`src/rtl/spram_fifo_ctrl.sv`:
```
// rtl/spram_fifo_ctrl.sv - FIFO controller over an external single-port synchronous RAM (optional SPRAM_FIFO_FLUSH_EN adds a flush input)
module spram_fifo_ctrl #(
    parameter int DW = 8,
    parameter int AW = 4
) (
    input  logic          clk,
    input  logic          rst,
    input  logic          wr_valid,
    input  logic [DW-1:0] wr_data,
    output logic          wr_ready,
    output logic          rd_valid,
    output logic [DW-1:0] rd_data,
    input  logic          rd_ready,
`ifdef SPRAM_FIFO_FLUSH_EN
    input  logic          flush,
`endif
    output logic          ram_we,
    output logic [AW-1:0] ram_addr,
    output logic [DW-1:0] ram_din,
    input  logic [DW-1:0] ram_dout,
    output logic [AW:0]   count,
    output logic          full,
    output logic          empty
);

    localparam logic [0:0]  IDLE    = 1'b0;
    localparam logic [0:0]  RD_PEND = 1'b1;
    localparam logic [AW:0] DEPTH   = {1'b1, {AW{1'b0}}};

    logic [0:0]    state;
    logic [AW-1:0] wptr;
    logic [AW-1:0] rptr;
    logic [AW:0]   mem_cnt;
    logic          flush_now;
    logic          issue_rd;
    logic          wr_fire;

`ifdef SPRAM_FIFO_FLUSH_EN
    assign flush_now = flush;
`else
    assign flush_now = 1'b0;
`endif

    // Port arbitration: a read issue wins the single RAM port; writes take the remaining cycles.
    always_comb begin
        issue_rd = !rst && !flush_now && (state == IDLE) && (mem_cnt != '0)
                   && (!rd_valid || rd_ready);
        wr_ready = !rst && !flush_now && (mem_cnt != DEPTH) && !issue_rd;
        wr_fire  = wr_valid && wr_ready;
        ram_we   = wr_fire;
        ram_din  = wr_data;
        ram_addr = issue_rd ? rptr : wptr;
    end

    // Status: count includes the word in flight from the RAM and the output register.
    always_comb begin
        count = mem_cnt + (AW+1)'(state == RD_PEND) + (AW+1)'(rd_valid);
        full  = (mem_cnt == DEPTH);
        empty = (count == '0);
    end

    // Circular-buffer pointers and RAM occupancy; accept and issue never coincide.
    always_ff @(posedge clk or posedge rst) begin
        if (rst) begin
            wptr    <= '0;
            rptr    <= '0;
            mem_cnt <= '0;
        end else if (flush_now) begin
            wptr    <= '0;
            rptr    <= '0;
            mem_cnt <= '0;
        end else begin
            if (wr_fire) begin
                wptr <= wptr + AW'(1);
            end
            if (issue_rd) begin
                rptr <= rptr + AW'(1);
            end
            if (wr_fire) begin
                mem_cnt <= mem_cnt + (AW+1)'(1);
            end else if (issue_rd) begin
                mem_cnt <= mem_cnt - (AW+1)'(1);
            end
        end
    end

    // Read FSM and output register: RD_PEND captures the RAM's registered read data.
    always_ff @(posedge clk or posedge rst) begin
        if (rst) begin
            state    <= IDLE;
            rd_valid <= 1'b0;
            rd_data  <= '0;
        end else if (flush_now) begin
            state    <= IDLE;
            rd_valid <= 1'b0;
        end else if (state == RD_PEND) begin
            state    <= IDLE;
            rd_data  <= ram_dout;
            rd_valid <= 1'b1;
        end else begin
            if (issue_rd) begin
                state <= RD_PEND;
            end
            // An issue implies the head was consumed (or absent), so the register empties either way.
            if (issue_rd || rd_ready) begin
                rd_valid <= 1'b0;
            end
        end
    end

endmodule

```
`config.mk`:
```
export PLATFORM = sky130hd
export DESIGN_NAME = spram_fifo_ctrl
export DESIGN_NICKNAME = d
export VERILOG_FILES = /design/src/rtl/spram_fifo_ctrl.sv
export SDC_FILE = /design/constraint.sdc
export NUM_CORES = 1
export LEC_CHECK = 0
export BUFFER_PORTS_ARGS = -buffer_cell sky130_fd_sc_hd__buf_2
export CORE_AREA = 2 2 54 56
export CTS_CLUSTER_DIAMETER = 30
export DETAILED_ROUTE_END_ITERATION = 10
export DIE_AREA = 0 0 56 58
export PLACE_DENSITY = 0.8
export SLEW_MARGIN = 10
export SYNTH_ARGS = -nofsm -noshare
export SYNTH_HDL_FRONTEND = slang
export SYNTH_SLANG_ARGS = --single-unit
```
`constraint.sdc`:
```
create_clock -name clk -period 6 [get_ports clk]
set_input_delay 0.3 -clock clk [delete_from_list [all_inputs] [get_ports clk]]
set_output_delay 0.3 -clock clk [all_outputs]
set_load 0.01 [all_outputs]
```
==> metrics, run 1 <==
status finished clean; Period minus WS final 2.89 ns; largest net degree at the start of global routing 24; Arrival @ worst endpoint 3.13 ns; Die X 56 um; DR pass1 iterations 4; Initial Util 49.0%; global-route wire length before repair 3660 um; clk_lat worst skew 0.30 ns; type of the most critical hold path primary input to async pin; drt wl/cell 12.9 um; top cell type's share of synthesized area 44.1%; number of global-route vias before repair 894; max cap viols 0; adder-cell area share of the yosys netlist 8.83%; dpl hpwl 1790 um; Simple-Gate Fraction of Synth Area 14.3%; Nets 175; gr ovfl total 0; Chip Height 58 um; share of cells above drive strength 1 34.9%; Static Leakage 0.723 nW; Setup Crit Path Kind flip-flop to flip-flop; number of synthesized flops with an enable pin 0; # port buffers 33; diode count 0; CP endpoint kind flip-flop; root buffer cell clkbuf_4; Yosys cell types 31; critical-path maximum fanout 12; Final Power 757 uW; combinational family with the most area after synthesis simple AND/OR/NAND/NOR gates; CTS clock-pin slew for the worst setup and hold paths 0.12 ns; GP Congestion 0.762; Mean Syn Cell Area 10.9 um^2; CTS resizes 0; Max Clk Rate 0.347 GHz; fin area 1450 um^2; most frequent cells in the layout 33 x buf_2, 23 x dfrtp_1, 17 x nand2_1; PwrDens 524 nW/um^2; VDD IR max 0.000265 V; via/cell ratio 5.11; P&R area growth vs syn 10.9%; TritonCTS Buffers 3; WL final 2290 um; via count 905; fillers 227; slew of the pin with the lowest slew margin 0.854 ns; Global Route Usage Sum 14.3%; Synth Area in Compound Gates 4.51%; Final ANT Viol Nets 0; Crit path required time 6.24 ns; die outline area 3250 um^2; largest cells by area after synthesis dfrtp_1 44%, mux2_2 9.5%, xnor2_1 7.4%, ha_1 5.8%, nand2_1 4.9%; Setup Viol. Count Final 0; RSZ-0062 raised after global routing false; count of pins over their slew limit 0; Worst Setup Start Kind flip-flop; TritonCTS clock tree built; H-tree depth 1; FF-to-FF setup slack 3.11 ns; Mapped Cells 120; cell row count 19; post-CTS setup buffers 0; Fin Clk Skew 0.00152 ns; Cell Area, Synth 1300 um^2; commonest non-fill, non-tap cell in the layout buf_2; DRC 0; max_slew headroom 43.0%; initial antenna violation count 0; Async S/R FF share, synth 100%; drt initial violations 18; register bit total from synthesis 23; Sink Count 23; Core Region 2660 um^2; yosys warns 0; most common flop cell mapped by yosys dfrtp_1; Synthesized Nets 148; multiplexer share of the synthesized area 10.3%; register area 576 um^2; footprint of the multi-input gates 599 um^2; Top Ports 50; final hold vios 0; Final period util 48.1%; clock buffer depth 2; post-synthesis xor/xnor area fraction 8.06%; Fin Setup TNS 0 ns; placed cell area 1420 um^2; Synth area leader dfrtp_1; sequential fraction of the synthesis area 44.1%; hold_buf cts 0; hold slack 0.176 ns
==> worst max-delay path, cell delays in order, from the launching register on <==
cell      delay, ns
dfrtp_1        0.48
nor4_2         0.09
a2111o_1       0.59
nand2_1        0.26
inv_1          0.11
fa_1           0.46
nor2b_1        0.11
o21ai_0        0.18
a2111o_1       0.45
nand4b_1       0.09
==> layer usage <==
| metal | global-route usage (%) | part of all wire, % |
|---|---|---|
| met1 | 16.5 | 44 |
| met2 | 24.5 | 48 |
| met3 | 3.57 | 6.6 |
| met4 | 7.82 | 1.7 |
| met5 | 0 | 0 |
==> cell usage after synthesis, types with 2 or more instances <==
| library cell | n |
|---|---|
| a2111o_1 | 2 |
| a21oi_1 | 2 |
| buf_4 | 8 |
| buf_6 | 2 |
| dfrtp_1 | 23 |
| fa_1 | 2 |
| ha_1 | 6 |
| inv_1 | 10 |
| mux2_2 | 11 |
| nand2_1 | 17 |
| nand3_1 | 3 |
| nand4_1 | 3 |
| nor2b_1 | 2 |
| o21ai_0 | 2 |
| xnor2_1 | 11 |
==> layout make-up <==
type | instances | area share [%]
multi-input combinational | 75 | 41.4
sequential | 23 | 39.8
timing repair buffer | 33 | 11.4
inverter | 11 | 2.85
tap | 31 | 2.68
clock buffer | 4 | 1.82
==> sequential cells by signal, indices dropped and copies added (netlist names) <==
register and flops:
wptr 4, rptr 4, state 1, rd_valid 1, rd_data 8, mem_cnt 5
==> per-stage QoR <==
| step | worst slack (ns) | instances | util (%) |
|---|---|---|---|
| 2_1_floorplan | 3.46 | 120 | - |
| 3_3_place_gp | 3.27 | 173 | 53.3 |
| 3_5_place_dp | 3.14 | 173 | 53.3 |
| 4_1_cts | 3.11 | 177 | 54.3 |
| 5_1_grt | 2.93 | 177 | 54.3 |
| 6_report | 3.11 | 177 | 54.3 |
==> report_power, final <==
group          leakage, nW  internal [mW]  switching (mW)  total (mW)
clock               0.0150         0.0259          0.0439      0.0698
combinational        0.435          0.192           0.194       0.386
sequential           0.273          0.228          0.0734       0.301
total                0.723          0.446           0.311       0.757
==> cells by family (layout without fill, tap and decap cells) <==
family	after synthesis	after routing
simple gates	35	35
flops	23	23
buf+inv	22	48
xor+xnor	12	12
mux	12	12
fa+ha+maj	8	8
compound gates	8	8
==> worst paths after layout <==
| path | from | end | cells after the start |
|---|---|---|---|
| setup / recovery | mem_cnt[2] | mem_cnt[4] | 9 |
| hold / removal | rst | state | 2 |
| setup reg to reg | mem_cnt[2] | mem_cnt[4] | 9 |
| hold reg to reg | rptr[3] | rptr[3] | 1 |
| max in group asynchronous | rst | rd_valid | 2 |
| min in group clk | rd_ready | rd_valid | 2 |
No activity file was read; power rests on OpenSTA's default activity.
==> inputs of run 2 (changes only) <==
Settings changed: CORE_AREA 2 2 54 56 to 2 2 59 61, DIE_AREA 0 0 56 58 to 0 0 61 63, PLACE_DENSITY 0.8 to 0.71.
Clock period 6 ns to 2.49 ns, I/O delays scaled along.
==> metrics, run 2 (synthesis results as in run 1) <==
Final ANT Viol Nets 0 (unchanged); Nets 183 (+4.6%); Clock power frac 9.0% (-0.2 points); diode count 0 (unchanged); Die X 61 um (+8.9%); DP Cell Count 196 (+13%); status finished with violations; Largest register FFs 8 (unchanged); max cap viols 0 (unchanged); drt initial violations 19 (+1); Setup Viol. Count Final 0 (unchanged); DRC 0 (unchanged); P&R area growth vs syn 18.4%; VDD IR max 0.000409 V (+54%); Crit path required time 2.75 ns (-3.49 ns); Fin Setup TNS 0 ns (unchanged); Switching Fraction 40.9% (-0.20 points); cell row count 21 (+2); Chip Height 63 um (+8.6%); share of cells above drive strength 1 42.2% (+7.3 points); GP Congestion 0.812 (+6.5%); PwrDens 1250 nW/um^2 (+140%); failing checks negative hold slack; via/cell ratio 4.79 (-6.3%); Final WS setup 0.131 ns (-2.98 ns); via count 958 (+5.9%); Fin Clk Skew 0.00771 ns (+0.00618 ns); fin area 1540 um^2 (+6.7%); global-route wire length before repair 4020 um (+9.8%); post-route insts no fill 200 (+13%); Net Sw Power 791 uW (+150%); largest net degree at the start of global routing 24 (unchanged); hold_buf cts 0 (unchanged); final core utilization 47.8% (-6.5 points); CP endpoint kind flip-flop; final hold vios 14 (+14); slew of the pin with the lowest slew margin 0.825 ns (-0.0288 ns); Max Clk Rate 0.424 GHz (+22%); die outline area 3840 um^2 (+18%); dpl hpwl 1890 um (+5.5%); root buffer cell clkbuf_4; Reg power frac 35.9% (-3.9 points); drt wl/cell 12.1 um (-6.8%); max_slew headroom 44.9% (+1.9 points); placed cell area 1500 um^2 (+5.7%); commonest non-fill, non-tap cell in the layout buf_2; Arrival @ worst endpoint 2.62 ns (-0.51 ns); TritonCTS clock tree built; Top Ports 50 (unchanged); RSZ-0062 raised after global routing false; most flop-heavy register rd_data; Worst Setup Start Kind flip-flop; post-CTS setup buffers 0 (unchanged); CTS clock-pin slew for the worst setup and hold paths 0.13 ns (about the same); most frequent cells in the layout 33 x buf_2, 22 x dfrtp_1, 16 x nand2_1; H-tree depth 1 (unchanged); Sink Count 23 (unchanged); Final period util 94.7% (+47 points); hold slack -0.00828 ns (-0.184 ns); Final Power 1.93 mW (+160%); Logic pwr share 55.1% (+4.1 points); clock buffer depth 2 (unchanged); initial antenna violation count 0 (unchanged); count of pins over their slew limit 0 (unchanged); Largest regs rd_data: 8 flops, mem_cnt: 5 flops; Setup Crit Path Kind flip-flop to flip-flop; pre-CTS worst setup slack 0.0184 ns (-3.12 ns); WL final 2410 um (+5.3%); Core Region 3230 um^2 (+21%); Global Route Usage Sum 13.4% (-0.86 points); gr ovfl total 0 (unchanged); Internal Power 1.14 mW (+160%); type of the most critical hold path primary input to async pin; number of global-route vias before repair 922 (+3.1%); Initial Util 40.3% (-8.6 points); TritonCTS Buffers 3 (unchanged); critical-path maximum fanout 4 (-8); Period minus WS final 2.36 ns (-0.527 ns); Static Leakage 0.762 nW (+5.5%); DR pass1 iterations 5 (+1); clk_lat worst skew 0.32 ns (+0.02 ns); # port buffers 33 (unchanged)
==> run 2: critical path, cell delays in order (launching register included) <==
cell and delay (ns):
dfrtp_2 0.45, nor4_4 0.07, a2111o_1 0.44, nand2_2 0.09, inv_1 0.09, fa_2 0.42, nor2b_1 0.12, o21ai_1 0.11
a2111o_1 0.42, nand4b_1 0.09
==> run 2: routing by layer <==
| metal | global-route usage [%] | vias to the layer above | routed length (um) |
|---|---|---|---|
| li1 | - | 459 | - |
| met1 | 16.5 | 463 | 1000 |
| met2 | 23.0 | 32 | 1230 |
| met3 | 2.69 | 4 | 142 |
| met4 | 4.08 | 0 | 34 |
| met5 | 0 | - | 0 |
==> run 2: power groups by stage <==
stage	combinational (mW)	sequential (mW)	clock, mW
floorplan	0.671	0.719	0
global placement	1.03	0.673	0
detailed placement	1.05	0.684	0
CTS	1.06	0.692	0.174
global route	1.20	0.722	0.192
finish	1.07	0.694	0.174
==> run 2: final timing paths <==
kind,start,endpoint,slack (ns),cells past startpoint
worst max-delay path,mem_cnt[0],mem_cnt[4],0.13,9
worst min-delay path,rst,mem_cnt[3],-0.008,2
worst max register to register,mem_cnt[0],mem_cnt[4],0.13,9
worst min register to register,wptr[3],wptr[3],0.48,1
max in group asynchronous,rst,mem_cnt[0],1.94,2
min in group clk,rd_ready,rd_valid,-0.01,2
==> run 2: area by class of cell <==
class	count	area, um^2
repair buffers	41	225
flip-flops and latches	23	577
multi-input cells	75	616
clock buffers	3	22.5
fillers	294	1690
well taps	46	57.6
clock inverters	1	5.00
inverters	11	41.3
==> run 2: what timing repair did <==
action                                  in CTS  in global routing
endpoints found under the hold margin        0                  0
endpoints found under the setup margin       1                  2
resized for setup                            1                  5
==> inputs of run 3 (changes only) <==
Settings changed: BUFFER_PORTS_ARGS -buffer_cell sky130_fd_sc_hd__buf_2 to not set, CORE_AREA 2 2 59 61 to 2 2 52 54, DIE_AREA 0 0 61 63 to 0 0 54 56, DONT_BUFFER_PORTS set to 1.
==> metrics, run 3 (synthesis results as in run 1) <==
status finished clean; Reg power frac 37.4% (+1.5 points); DP Cell Count 150 (-23%); Final ANT Viol Nets 0 (unchanged); Initial Util 53.6% (+13 points); Final Power 1.92 mW (-0.79%); clock buffer depth 2 (unchanged); diode count 0 (unchanged); Largest register FFs 8 (unchanged); Global Route Usage Sum 18.2% (+4.7 points); Logic pwr share 53.8% (-1.3 points); via count 903 (-5.7%); Fin Setup TNS 0 ns (unchanged); TritonCTS clock tree built; Crit path required time 2.37 ns (-0.38 ns); Static Leakage 0.698 nW (-8.4%); global-route wire length before repair 4080 um (+1.7%); Fin Clk Skew 0.00223 ns (-0.00548 ns); type of the most critical hold path primary input to flip-flop; CP endpoint kind primary output; pre-CTS worst setup slack 0.0207 ns (+0.00233 ns); max cap viols 0 (unchanged); Max Clk Rate 0.403 GHz (-5.0%); Internal Power 1.11 mW (-2.7%); largest net degree at the start of global routing 24 (unchanged); Die X 54 um (-11%); initial antenna violation count 0 (unchanged); via/cell ratio 5.44 (+14%); placed cell area 1340 um^2 (-11%); count of pins over their slew limit 0 (unchanged); DRC 0 (unchanged); root buffer cell clkbuf_4; die outline area 3020 um^2 (-21%); P&R area growth vs syn 17.6%; Worst Setup Start Kind flip-flop; hold slack 0.144 ns (+0.152 ns); post-route insts no fill 166 (-17%); gr ovfl total 0 (unchanged); VDD IR max 0.000731 V (+79%); Chip Height 56 um (-11%); crit-path cells buf_6 -> inv_4 -> fa_2 -> nand3b_1 -> xnor2_2 -> or4_4 -> nor2_4; WL final 2570 um (+6.7%); Final period util 99.7% (+5.0 points); DR pass1 iterations 4 (-1); GP Congestion 0.727 (-10%); most flop-heavy register rd_data; # port buffers 0 (-100%); Core Region 2430 um^2 (-25%); drt wl/cell 15.5 um (+29%); clk_lat worst skew 0.31 ns (about the same); Switching Fraction 42.0% (+1.1 points); Period minus WS final 2.48 ns (+0.124 ns); final core utilization 63.0% (+15 points); commonest non-fill, non-tap cell in the layout dfrtp_1; Sink Count 23 (unchanged); CP max-delay cell or4_4; Setup Viol. Count Final 0 (unchanged); Setup Crit Path Kind flip-flop to primary output; crit-path max cell delay 0.57 ns (+0.12 ns); cell row count 18 (-14%); Nets 165 (-9.8%); Largest regs rd_data: 8 flops, mem_cnt: 5 flops; most frequent cells in the layout 23 x dfrtp_1, 16 x nand2_1, 11 x mux2_2, 11 x buf_4; CTS clock-pin slew for the worst setup and hold paths 0.12 ns (about the same); final hold vios 0 (-14); max_slew headroom 42.1% (-2.8 points); slew of the pin with the lowest slew margin 0.867 ns (+0.0419 ns); number of global-route vias before repair 964 (+4.6%); RSZ-0062 raised after global routing true; critical-path maximum fanout 3 (-1); Clock power frac 8.8% (-0.2 points); TritonCTS Buffers 3 (unchanged); Net Sw Power 807 uW (+2.0%); Arrival @ worst endpoint 2.36 ns (-0.26 ns); PwrDens 1250 nW/um^2 (about the same); Final WS setup 0.00738 ns (-0.124 ns); fin area 1530 um^2 (-0.73%); Top Ports 50 (unchanged); dpl hpwl 1790 um (-4.9%); share of cells above drive strength 1 30.9% (-11 points); H-tree depth 1 (unchanged); drt initial violations 12 (-7)
==> run 3: worst max-delay path: cells and delay by family, from the launching register on <==
kind                     cells  cell delay (ns)
flip-flops                   1             0.40
XOR/XNOR                     1             0.20
buffers and inverters        2             0.17
AND/OR/NAND/NOR              3             0.95
adder cells (fa/ha/maj)      1             0.33
==> run 3: layout make-up <==
type / count / area [um^2]
well taps: 30 / 37.5
multi-input cells: 75 / 642
fillers: 184 / 900
clock buffers: 4 / 26.3
flip-flops and latches: 23 / 576
inverters: 11 / 46.3
repair buffers: 23 / 205
==> run 3: final timing paths <==
path	start	end	slack, ns	cells after the start
max	mem_cnt[0]	empty	0.007	7
min	wr_valid	mem_cnt[4]	0.14	3
max reg2reg	mem_cnt[0]	mem_cnt[4]	0.10	9
min reg2reg	wptr[3]	wptr[3]	0.48	1
max in group asynchronous	rst	rd_data[6]	1.53	2
min in group asynchronous	rst	rd_data[4]	0.43	2
==> run 3: layer usage <==
layer	part of all wire, %	GRT usage (%)
met5	0	0
met3	7.9	4.57
met1	40	20.4
met2	50	31.0
met4	2.0	8.21
==> run 3: timing repair <==
| item | in CTS | in global routing |
|---|---|---|
| gates resized for setup | 1 | 15 |
| hold endpoints to repair | 32 | 0 |
| pin swaps | 0 | 4 |
| buffers inserted | 0 | 2 |
| hold buffers | 10 | 0 |
| endpoints found under the setup margin | 1 | 2 |
==> run 3: power by group through the flow <==
stage / combinational [mW] / sequential, mW / clock (mW)
6_report: 1.03 / 0.717 / 0.169
2_1_floorplan: 0.671 / 0.719 / 0
5_1_grt: 1.14 / 0.749 / 0.190
3_5_place_dp: 0.878 / 0.724 / 0
4_1_cts: 0.896 / 0.717 / 0.177
3_3_place_gp: 0.848 / 0.714 / 0
